## src/rtl/pol2rec_rotate.sv

```systemverilog
// Polar-to-rectangular conversion by iterative CORDIC rotation.
// One micro-rotation per clock; the result is saturated to 16 bits.
module pol2rec_rotate #(
  parameter int          NITER               = 16,
  parameter logic [25:0] CORDIC_SCALE_FACTOR = 26'd622
) (
  input  logic               clock,
  input  logic               reset,
  input  logic               START,
  input  logic signed [15:0] MODUL,
  input  logic signed [15:0] ANGLE,
  output logic               BUSY,
  output logic               DONE,
  output logic signed [15:0] XOUT,
  output logic signed [15:0] YOUT
);

  localparam int CW = (NITER > 1) ? $clog2(NITER) : 1;
  localparam logic signed [25:0] QUARTER = 26'sd5898240;

  typedef enum logic [1:0] {
    ST_IDLE,
    ST_LOAD,
    ST_ITER,
    ST_DONE
  } state_t;

  // atan(2^-k) in degrees, 16 fractional bits, rounded to nearest
  function automatic logic signed [25:0] atan_f(input int k);
    logic signed [25:0] r;
    case (k)
      0:       r = 26'sd2949120;
      1:       r = 26'sd1740967;
      2:       r = 26'sd919879;
      3:       r = 26'sd466945;
      4:       r = 26'sd234379;
      5:       r = 26'sd117304;
      6:       r = 26'sd58666;
      7:       r = 26'sd29335;
      8:       r = 26'sd14668;
      9:       r = 26'sd7334;
      10:      r = 26'sd3667;
      11:      r = 26'sd1833;
      12:      r = 26'sd917;
      13:      r = 26'sd458;
      14:      r = 26'sd229;
      15:      r = 26'sd115;
      default: r = 26'(32'sd3754937 >>> k);
    endcase
    return r;
  endfunction

  function automatic logic signed [15:0] sat16(
    input logic signed [19:0] v
  );
    logic signed [17:0] s;
    logic signed [15:0] r;
    s = 18'(v >>> 2);
    if (s > 18'sd32767)
      r = 16'sh7fff;
    else if (s < -18'sd32768)
      r = 16'sh8000;
    else
      r = s[15:0];
    return r;
  endfunction

  state_t             state_q;
  state_t             state_d;
  logic [CW-1:0]      iter;
  logic signed [15:0] mod_q;
  logic signed [15:0] ang_q;
  logic signed [19:0] x;
  logic signed [19:0] y;
  logic signed [25:0] z;

  logic               last;
  logic [14:0]        mod_pos;
  logic [41:0]        prod;
  logic signed [19:0] m0;
  logic signed [25:0] z_ang;
  logic signed [19:0] x_sh;
  logic signed [19:0] y_sh;
  logic signed [25:0] atan;
  logic               dir;
  logic signed [19:0] x_nx;
  logic signed [19:0] y_nx;
  logic signed [25:0] z_nx;

  always_comb begin
    last    = (iter == CW'(NITER - 1));
    mod_pos = mod_q[15] ? 15'd0 : mod_q[14:0];
    prod    = 42'(mod_pos) * 42'(CORDIC_SCALE_FACTOR);
    // gain-compensated modulus with two guard bits below the LSB
    m0      = 20'((prod >> 10) << 2);
    z_ang   = {ang_q[15], ang_q, 9'd0};
    x_sh    = x >>> iter;
    y_sh    = y >>> iter;
    atan    = atan_f(int'(iter));
    dir     = ~z[25];
    x_nx    = dir ? x - y_sh : x + y_sh;
    y_nx    = dir ? y + x_sh : y - x_sh;
    z_nx    = dir ? z - atan : z + atan;
  end

  always_ff @(posedge clock or negedge reset) begin
    if (!reset)
      state_q <= ST_IDLE;
    else
      state_q <= state_d;
  end

  always_comb begin
    state_d = state_q;
    unique case (state_q)
      ST_IDLE: if (START) state_d = ST_LOAD;
      ST_LOAD: state_d = ST_ITER;
      ST_ITER: if (last) state_d = ST_DONE;
      ST_DONE: state_d = ST_IDLE;
      default: state_d = ST_IDLE;
    endcase
  end

  assign BUSY = (state_q == ST_LOAD) || (state_q == ST_ITER);
  assign DONE = (state_q == ST_DONE);

  always_ff @(posedge clock or negedge reset) begin
    if (!reset) begin
      iter  <= '0;
      mod_q <= '0;
      ang_q <= '0;
      x     <= '0;
      y     <= '0;
      z     <= '0;
      XOUT  <= '0;
      YOUT  <= '0;
    end else begin
      unique case (state_q)
        ST_IDLE: begin
          if (START) begin
            mod_q <= MODUL;
            ang_q <= ANGLE;
          end
        end
        ST_LOAD: begin
          iter <= '0;
          if (ang_q > 16'sd11520) begin
            x <= '0;
            y <= m0;
            z <= z_ang - QUARTER;
          end else if (ang_q < -16'sd11520) begin
            x <= '0;
            y <= -m0;
            z <= z_ang + QUARTER;
          end else begin
            x <= m0;
            y <= '0;
            z <= z_ang;
          end
        end
        ST_ITER: begin
          x    <= x_nx;
          y    <= y_nx;
          z    <= z_nx;
          iter <= iter + 1'b1;
          if (last) begin
            XOUT <= sat16(x_nx);
            YOUT <= sat16(y_nx);
          end
        end
        default: ;
      endcase
    end
  end

endmodule

```

## config.mk

```make
export PLATFORM = sky130hd
export DESIGN_NAME = pol2rec_rotate
export DESIGN_NICKNAME = d
export VERILOG_FILES = /design/src/rtl/pol2rec_rotate.sv
export SDC_FILE = /design/constraint.sdc
export NUM_CORES = 1
export LEC_CHECK = 0
export CORE_MARGIN = 2
export CORE_UTILIZATION = 55
export CTS_BUF_LIST = sky130_fd_sc_hd__clkbuf_4
export CTS_CLUSTER_DIAMETER = 60
export DETAILED_ROUTE_END_ITERATION = 8
export GPL_TIMING_DRIVEN = 0
export PLACE_DENSITY = 0.73
export SLEW_MARGIN = 30
export SYNTH_ARGS = -nofsm -noshare
export SYNTH_HDL_FRONTEND = slang
export SYNTH_SLANG_ARGS = --single-unit
```

## constraint.sdc

```tcl
create_clock -name clock -period 7.7 [get_ports clock]
set_input_delay 0.77 -clock clock [delete_from_list [all_inputs] [get_ports clock]]
set_output_delay 0.77 -clock clock [all_outputs]
set_load 0.01 [all_outputs]
```

# After elaboration in Yosys (flattened, before gate mapping)
# Memories as Yosys holds them, arrays and structs flattened.
# Index checks and enable logic that the tools add are counted.
# word_totals
output_inout_bits	34
register_bits	136
mem_count	1
rom_bits	352
input_bits	35
# memory_table
memory	words	word_bits	read_ports	rd_ports_with_merged_regs	write_ports	line_no	rtl
(name not given)	16	22	1	0	0	31	case (k)
# classes
muxes	21
n_reduce_logical	6
eq_ne	6
shifts	2
add_sub_neg	10
multipliers	1
n_lt_le_gt_ge	6
# ops
operator	count
20-bit 2-to-1 mux	4
20-bit case mux with 2 select lines	2
26-bit 2-to-1 mux	3
16-bit 2-to-1 mux	4
26-bit case mux with 2 select lines	1
20-bit adder	2
20-bit by 4-bit >>> shifter with 20-bit output	2
20-bit subtractor	2
18-bit by 16-bit > comparator with 1-bit output, second input constant	2
18-bit by 16-bit less-than comparator with 1-bit output, second input constant	2
17-bit 2-to-1 mux	2
25-bit by 24-bit adder with 26-bit output, second input constant	1
26-bit adder	1
25-bit by 24-bit subtractor with 26-bit output, second input constant	1
26-bit subtractor	1
15-bit by 9-bit multiplier with 24-bit output, second input constant	1
17-bit negation with 20-bit output	1
16-bit by 15-bit > comparator with 1-bit output, second input constant	1
16-bit by 15-bit less-than comparator with 1-bit output, second input constant	1
15-bit 2-to-1 mux	1
2-bit case mux with 4 select lines	1
4-bit case mux with 2 select lines	1
2-bit AND reduction	3
4-bit by 1-bit adder with 4-bit output, second input constant	1
other kinds (8)	11

# Depth between registers and ports, before layout
# logic_depth
ltp_word	6
ltp_mapped	30
mapped_depth_nobuf	24

# Least setup slack after synthesis
# OpenSTA, ideal clock, no wires.
# synth_path
path_kind	register to register
start	register mod_q[15]
end	register y[18]
t_arrival_ns	5.760
stages_incl_launch_ff	24
path_slack_ns	1.803
path_cell_list	dfrtp_1 clkbuf_1 clkbuf_1 nor2_1 ha_1 ha_1 ha_1 inv_1 fa_1 inv_1 ha_1 and3b_1 a311o_1 a211oi_1 o21bai_1 xnor2_1 ha_1 inv_1 a211oi_1 nand4_1 a2111oi_0 a311oi_1 a21oi_1 a21oi_1
# synth_between
elab_chain_cells	6
# synth_lines
element	line_no	rtl
start: declaration	71	logic signed [15:0] mod_q;
start signal: assignment	130	mod_q <= '0;
start signal: assignment	141	mod_q <= MODUL;
15-bit 2-to-1 mux	92	mod_pos = mod_q[15] ? 15'd0 : mod_q[14:0];
15-bit by 9-bit multiplier with 24-bit output	93	prod = 42'(mod_pos) * 42'(CORDIC_SCALE_FACTOR);
17-bit negation with 20-bit output	153	y <= -m0;
20-bit 2-to-1 mux	151	end else if (ang_q < -16'sd11520) begin
20-bit 2-to-1 mux	147	if (ang_q > 16'sd11520) begin
20-bit case mux with 2 select lines	138	unique case (state_q)
end signal: assignment	149	y <= m0;
end signal: assignment	153	
end signal: assignment	163	y <= y_nx;
end: declaration	74	logic signed [19:0] y;
# No other way between the ends.
# A chain may end at the register's enable or synchronous reset.

# Worst setup path after layout
# layout_path
start	register iter[3]
end	register XOUT[6]
# layout_between
elab_chain_cells	6
elab_cells_between_ends	10
cone_classes	2 x add/sub; 2 x order compare; 1 x eq/ne; 1 x shift; 3 x mux; 1 x reduce/logical
# layout_lines
element	line_no	rtl
start: declaration	70	logic [CW-1:0] iter;
start signal: assignment	165	iter <= iter + 1'b1;
20-bit by 4-bit >>> shifter with 20-bit output	98	y_sh = y >>> iter;
20-bit subtractor or 20-bit adder (tied branches)	101	x_nx = dir ? x - y_sh : x + y_sh;
20-bit 2-to-1 mux	101	
18-bit by 16-bit less-than comparator with 1-bit output	61	else if (s < -18'sd32768)
16-bit 2-to-1 mux	61	
16-bit 2-to-1 mux	59	if (s > 18'sd32767)
end signal: assignment	167	XOUT <= sat16(x_nx);
end: declaration	14	output logic signed [15:0] XOUT,
# Several ways; a longest one is shown, not always the timed one.

==> metrics.md <==
| Metric | Value |
|---|---|
| Hold bufs inserted after CTS | 0 |
| Crit path buffers/inverters | 7 |
| Share of the cycle needed by the critical path after routing | 0.9389 |
| Maximum level of the CTS H-tree | 4 |
| CTS tree | built |
| Proportion of synthesized chip area in sequential cells | 0.2105 |
| Vias after detailed routing | approximately 15000 |
| DPL Wire Length | ~42 mm |
| Flop and latch count out of synthesis | around 140 |
| Worst EP arrival | 7.70 ns |
| Category of cells accounting for the largest share of critical-path delay | compound AO/OA/AOI/OAI gates |
| Endpoint of the most critical register-to-register path | XOUT[6] |
| Ports | just under 70 |
| Relative area change from synthesis to final layout | 9.533% |
| RSZ-0062 raised after global routing | false |
| Met2 WL | 22.74 mm |
| Critical path fanouts, max | 10 |
| Pins over their slew limit | 0 |
| Clock tree buffer depth | 2 |
| Type of the worst setup path | reg2reg |
| Std-Cell Core Area | 0.02886 mm² |
| Fin crit period | about 7.2 ns |
| Antenna violations before repair | 2 |
| Combined global-route utilization of all metal layers | 0.3432 |
| Peak clock frequency supported by timing | 138.3 MHz |
| Primary flip-flop cell chosen by synthesis mapping | sky130_fd_sc_hd__dfrtp_1 |
| Wire per inst | 22.33 µm |
| Worst slew slack as a fraction of its limit | 0.3025 |
| Drc violations | 0 |
| Cell Rows | 62 |
| Detailed-route vias per instance | approximately 6.4 |
| Die Y-Extent | 175.5 µm |
| Chip Width | 175.5 µm |
| Worst-case clock skew | 0.03915 ns |
| Cell Area, Synth | about 0.016 mm² |
| Final wirelength | about 53 mm |
| Category of the worst setup path capture point | flop |
| Uppermost layer routed | met4 |
| Slowest Stage Delay on Critical Path | 0.71 ns |
| EDFF count, synth | 0 |
| Transition time of the tightest slew-check pin | 1.046 ns |
| Syn Area/Cell | 8.643 µm² |
| Worst R2R Start | iter[3] |
| Filler Cells Inserted | 2584 |
| Total of warnings raised by yosys | 0 |
| Drt pass-1 iters | 6 |
| Number of distinct standard cells referenced by the synthesized netlist | 96 |
| Utilization of the core after routing | 0.6138 |
| Sort of element at the start of the critical path | flop |
| Post-route met1 wirelength | between 20 and 25 mm |
| Hold WS | 0.02191 ns |
| MaxCap Viol Count | 0 |
| Worst-case reg-to-reg path depth | 22 |
| Number of setup violations in the final report | 0 |
| Sequence of cells on the critical path | buf_2, buf_2, buf_2, buf_1, buf_2, buf_2, mux2i_1, nand3b_1, a21oi_1, a211oi_1, ha_1, o21ai_0, o21bai_1, a21oi_1, o31ai_1, a31oi_1, a21oi_1, a221o_1, xnor2_1, o31a_1, buf_2, a221o_2 |
| Number of hold-slack violations in the final timing report | 0 |
| Reg-to-reg slack, setup | 0.47 ns |
| Global-route wire length before repair | 82.05 mm |
| Length of routed met3 wiring | between 4 and 5 mm |
| Number of global-route vias before repair | 14560 |
| Share of cells above drive strength 1 | 0.09091 |
| Critical Path Most Common Cell | sky130_fd_sc_hd__buf_2 |
| Floorplan die area | between 0.03 and 0.04 mm² |
| Initial Util | 0.5604 |
| Number of nets in the synthesized netlist | 2085 |
| CTS buffer count | 17 |
| CP max stage cell | sky130_fd_sc_hd__a211oi_1 |
| Clk Tree Root Cell | sky130_fd_sc_hd__clkbuf_4 |
| Worst EP required | 8.17 ns |
| Aggregate global routing overflow | 0 |
| Number of port buffers | 68 |
| Final weighted congestion of routability-driven global placement | 1.005 |
| Largest net degree at the start of global routing | 76 |
| Sum of negative setup slack | 0 ns |
| Antenna-violating nets left | 0 |
| Syn Inst Count | 1871 |
| Number of clock sinks seen by CTS | 136 |
| Status | complete, no violations |
| Classification of the worst-slack hold path | in2async |
| Post-CTS clock slew at the launch and capture registers of the worst setup and hold paths | around 0.17 ns |
| Detailed router's first-iteration violation count | 1764 |
| Clock latency at the later pin of the worst-skew pair | slightly above 0.6 ns |
| Final nets | 2172 |
| Fraction of synthesis flops using an asynchronous set or reset pin | 1.000 |
==> sequential cells by signal (all words and copies together) (netlist names) <==
signal and flops:
y 20, ang_q 16, iter 4, x 20, state_q 2, z 26
mod_q 16, YOUT 16, XOUT 16
==> final cells by class <==
type                       count  area (µm²)  area share
antenna                        2       5.005   0.0002826
tap                          384       480.5     0.02713
timing repair buffer          69       713.2     0.04027
sequential                   136        3403      0.1921
multi-input combinational   1485       11750      0.6633
inverter                     154       578.1     0.03264
clock buffer                  17       127.6    0.007205
clock inverter                13       195.2     0.01102
buffer                        95       460.4     0.02600
==> cells in the mapped netlist, types with 8 or more instances <==
cell type | n | area, µm²
sky130_fd_sc_hd__a21oi_1 | 155 | 775.7
sky130_fd_sc_hd__dfrtp_1 | 136 | 3403
sky130_fd_sc_hd__a221oi_1 | 11 | 96.34
sky130_fd_sc_hd__a22oi_1 | 11 | 82.58
sky130_fd_sc_hd__mux4_1 | 19 | 499.2
sky130_fd_sc_hd__nand2b_1 | 31 | 193.9
sky130_fd_sc_hd__and3_1 | 13 | 81.33
sky130_fd_sc_hd__o31ai_1 | 12 | 90.09
sky130_fd_sc_hd__ha_1 | 138 | 1727
sky130_fd_sc_hd__nand2_1 | 125 | 469.2
sky130_fd_sc_hd__o22ai_1 | 10 | 62.56
sky130_fd_sc_hd__buf_1 | 15 | 56.30
sky130_fd_sc_hd__mux2i_1 | 40 | 400.4
sky130_fd_sc_hd__xnor2_1 | 86 | 753.2
sky130_fd_sc_hd__nor3_1 | 34 | 170.2
sky130_fd_sc_hd__and2_1 | 19 | 118.9
sky130_fd_sc_hd__mux4_2 | 25 | 563.0
sky130_fd_sc_hd__nor2b_1 | 29 | 181.4
sky130_fd_sc_hd__a221o_2 | 10 | 112.6
sky130_fd_sc_hd__o211ai_1 | 12 | 90.09
sky130_fd_sc_hd__o21a_1 | 25 | 187.7
sky130_fd_sc_hd__mux2_2 | 44 | 495.5
sky130_fd_sc_hd__inv_1 | 150 | 563.0
sky130_fd_sc_hd__or3_1 | 12 | 75.07
sky130_fd_sc_hd__or2_2 | 9 | 56.30
sky130_fd_sc_hd__fa_1 | 41 | 820.8
sky130_fd_sc_hd__a31oi_1 | 26 | 162.7
sky130_fd_sc_hd__o21ai_0 | 79 | 395.4
sky130_fd_sc_hd__a21o_1 | 34 | 255.2
sky130_fd_sc_hd__nand3_1 | 29 | 145.1
sky130_fd_sc_hd__nor2_1 | 189 | 709.4
sky130_fd_sc_hd__xor2_1 | 46 | 402.9
sky130_fd_sc_hd__buf_2 | 18 | 90.09
sky130_fd_sc_hd__o221ai_1 | 10 | 87.58
sky130_fd_sc_hd__a221o_1 | 10 | 100.1
sky130_fd_sc_hd__a211oi_1 | 21 | 157.7
sky130_fd_sc_hd__clkbuf_1 | 52 | 195.2
sky130_fd_sc_hd__nand4_1 | 8 | 50.05
sky130_fd_sc_hd__o2bb2ai_1 | 8 | 70.07
==> stage by stage <==
| stage | std cells | area, µm² | setup slack [ns] |
|---|---|---|---|
| floorplan | 1871 | 16170 | 1.803 |
| global placement | 2323 | 17330 | 0.1242 |
| detailed placement | 2324 | 17370 | 0.4893 |
| CTS | 2354 | 17690 | 0.4728 |
| global route | 2354 | 17710 | 0.1418 |
| finish | 2355 | 17710 | 0.4703 |
==> placed cells by master, fill, tap and decap left out, drive strengths merged, types with 8 or more instances in the layout <==
master	count
o221ai	10
a31oi	26
nor2	189
or2	10
nor2b	29
mux2	45
o211ai	12
fa	41
xnor2	88
nand3	29
o2bb2ai	8
buf	45
o22ai	10
a22oi	11
o21a	25
ha	138
xor2	46
inv	155
nor3	35
mux2i	40
a2111oi	9
and2	19
o21ai	81
nand2b	31
a221o	20
clkbuf	69
o31ai	12
a21oi	156
a21o	34
mux4	44
dfrtp	136
nand2	125
nand4	9
a211oi	21
a221oi	12
and3	14
clkdlybuf4s50	67
or3	12
==> routing by layer <==
layer  up-vias  global-route usage
li1       6946                   -
met1      7255              0.4734
met2       714              0.5185
met3       147             0.06710
met4         0              0.1653
met5         -                   0
==> kinds of logic (layout without fill, tap and decap cells) <==
family,count (synthesis),count (layout),share of synthesized area
buf+inv,250,348,0.06445
xor+xnor,134,134,0.07351
mux,129,129,0.1220
simple gates,529,529,0.1564
flops,136,136,0.2105
fa+ha+maj,179,179,0.1575
compound gates,514,514,0.2156
other cells,0,2,0
==> worst reg2reg max path, delay by kind of cell, from the launching register on <==
kind / cells / cell delay, ns
compound gates: 11 / 3.51
xor+xnor: 1 / 0.18
buf+inv: 7 / 2.26
simple gates: 1 / 0.14
fa+ha+maj: 1 / 0.31
mux: 1 / 0.26
flops: 1 / 0.46
==> what timing repair did <==
action,CTS,global route
endpoints found under the setup margin,0,2
buffers inserted,0,0
gates resized for setup,0,3
==> worst max path at each step <==
stage	to	depth (start not counted)	from	slack (ns)
4_1_cts	y[18]	23	mod_q[15]	0.47
3_3_place_gp	XOUT[15]	1	reset	0.12
6_report	XOUT[6]	22	iter[3]	0.47
5_1_grt	y[18]	23	mod_q[15]	0.14
2_1_floorplan	y[18]	23	mod_q[15]	1.80
3_5_place_dp	z[24]	25	iter[1]	0.49
Power is left out: the tool's default activity adds up to more than one toggle a clock period on the data nets, which glitch-free logic cannot reach.
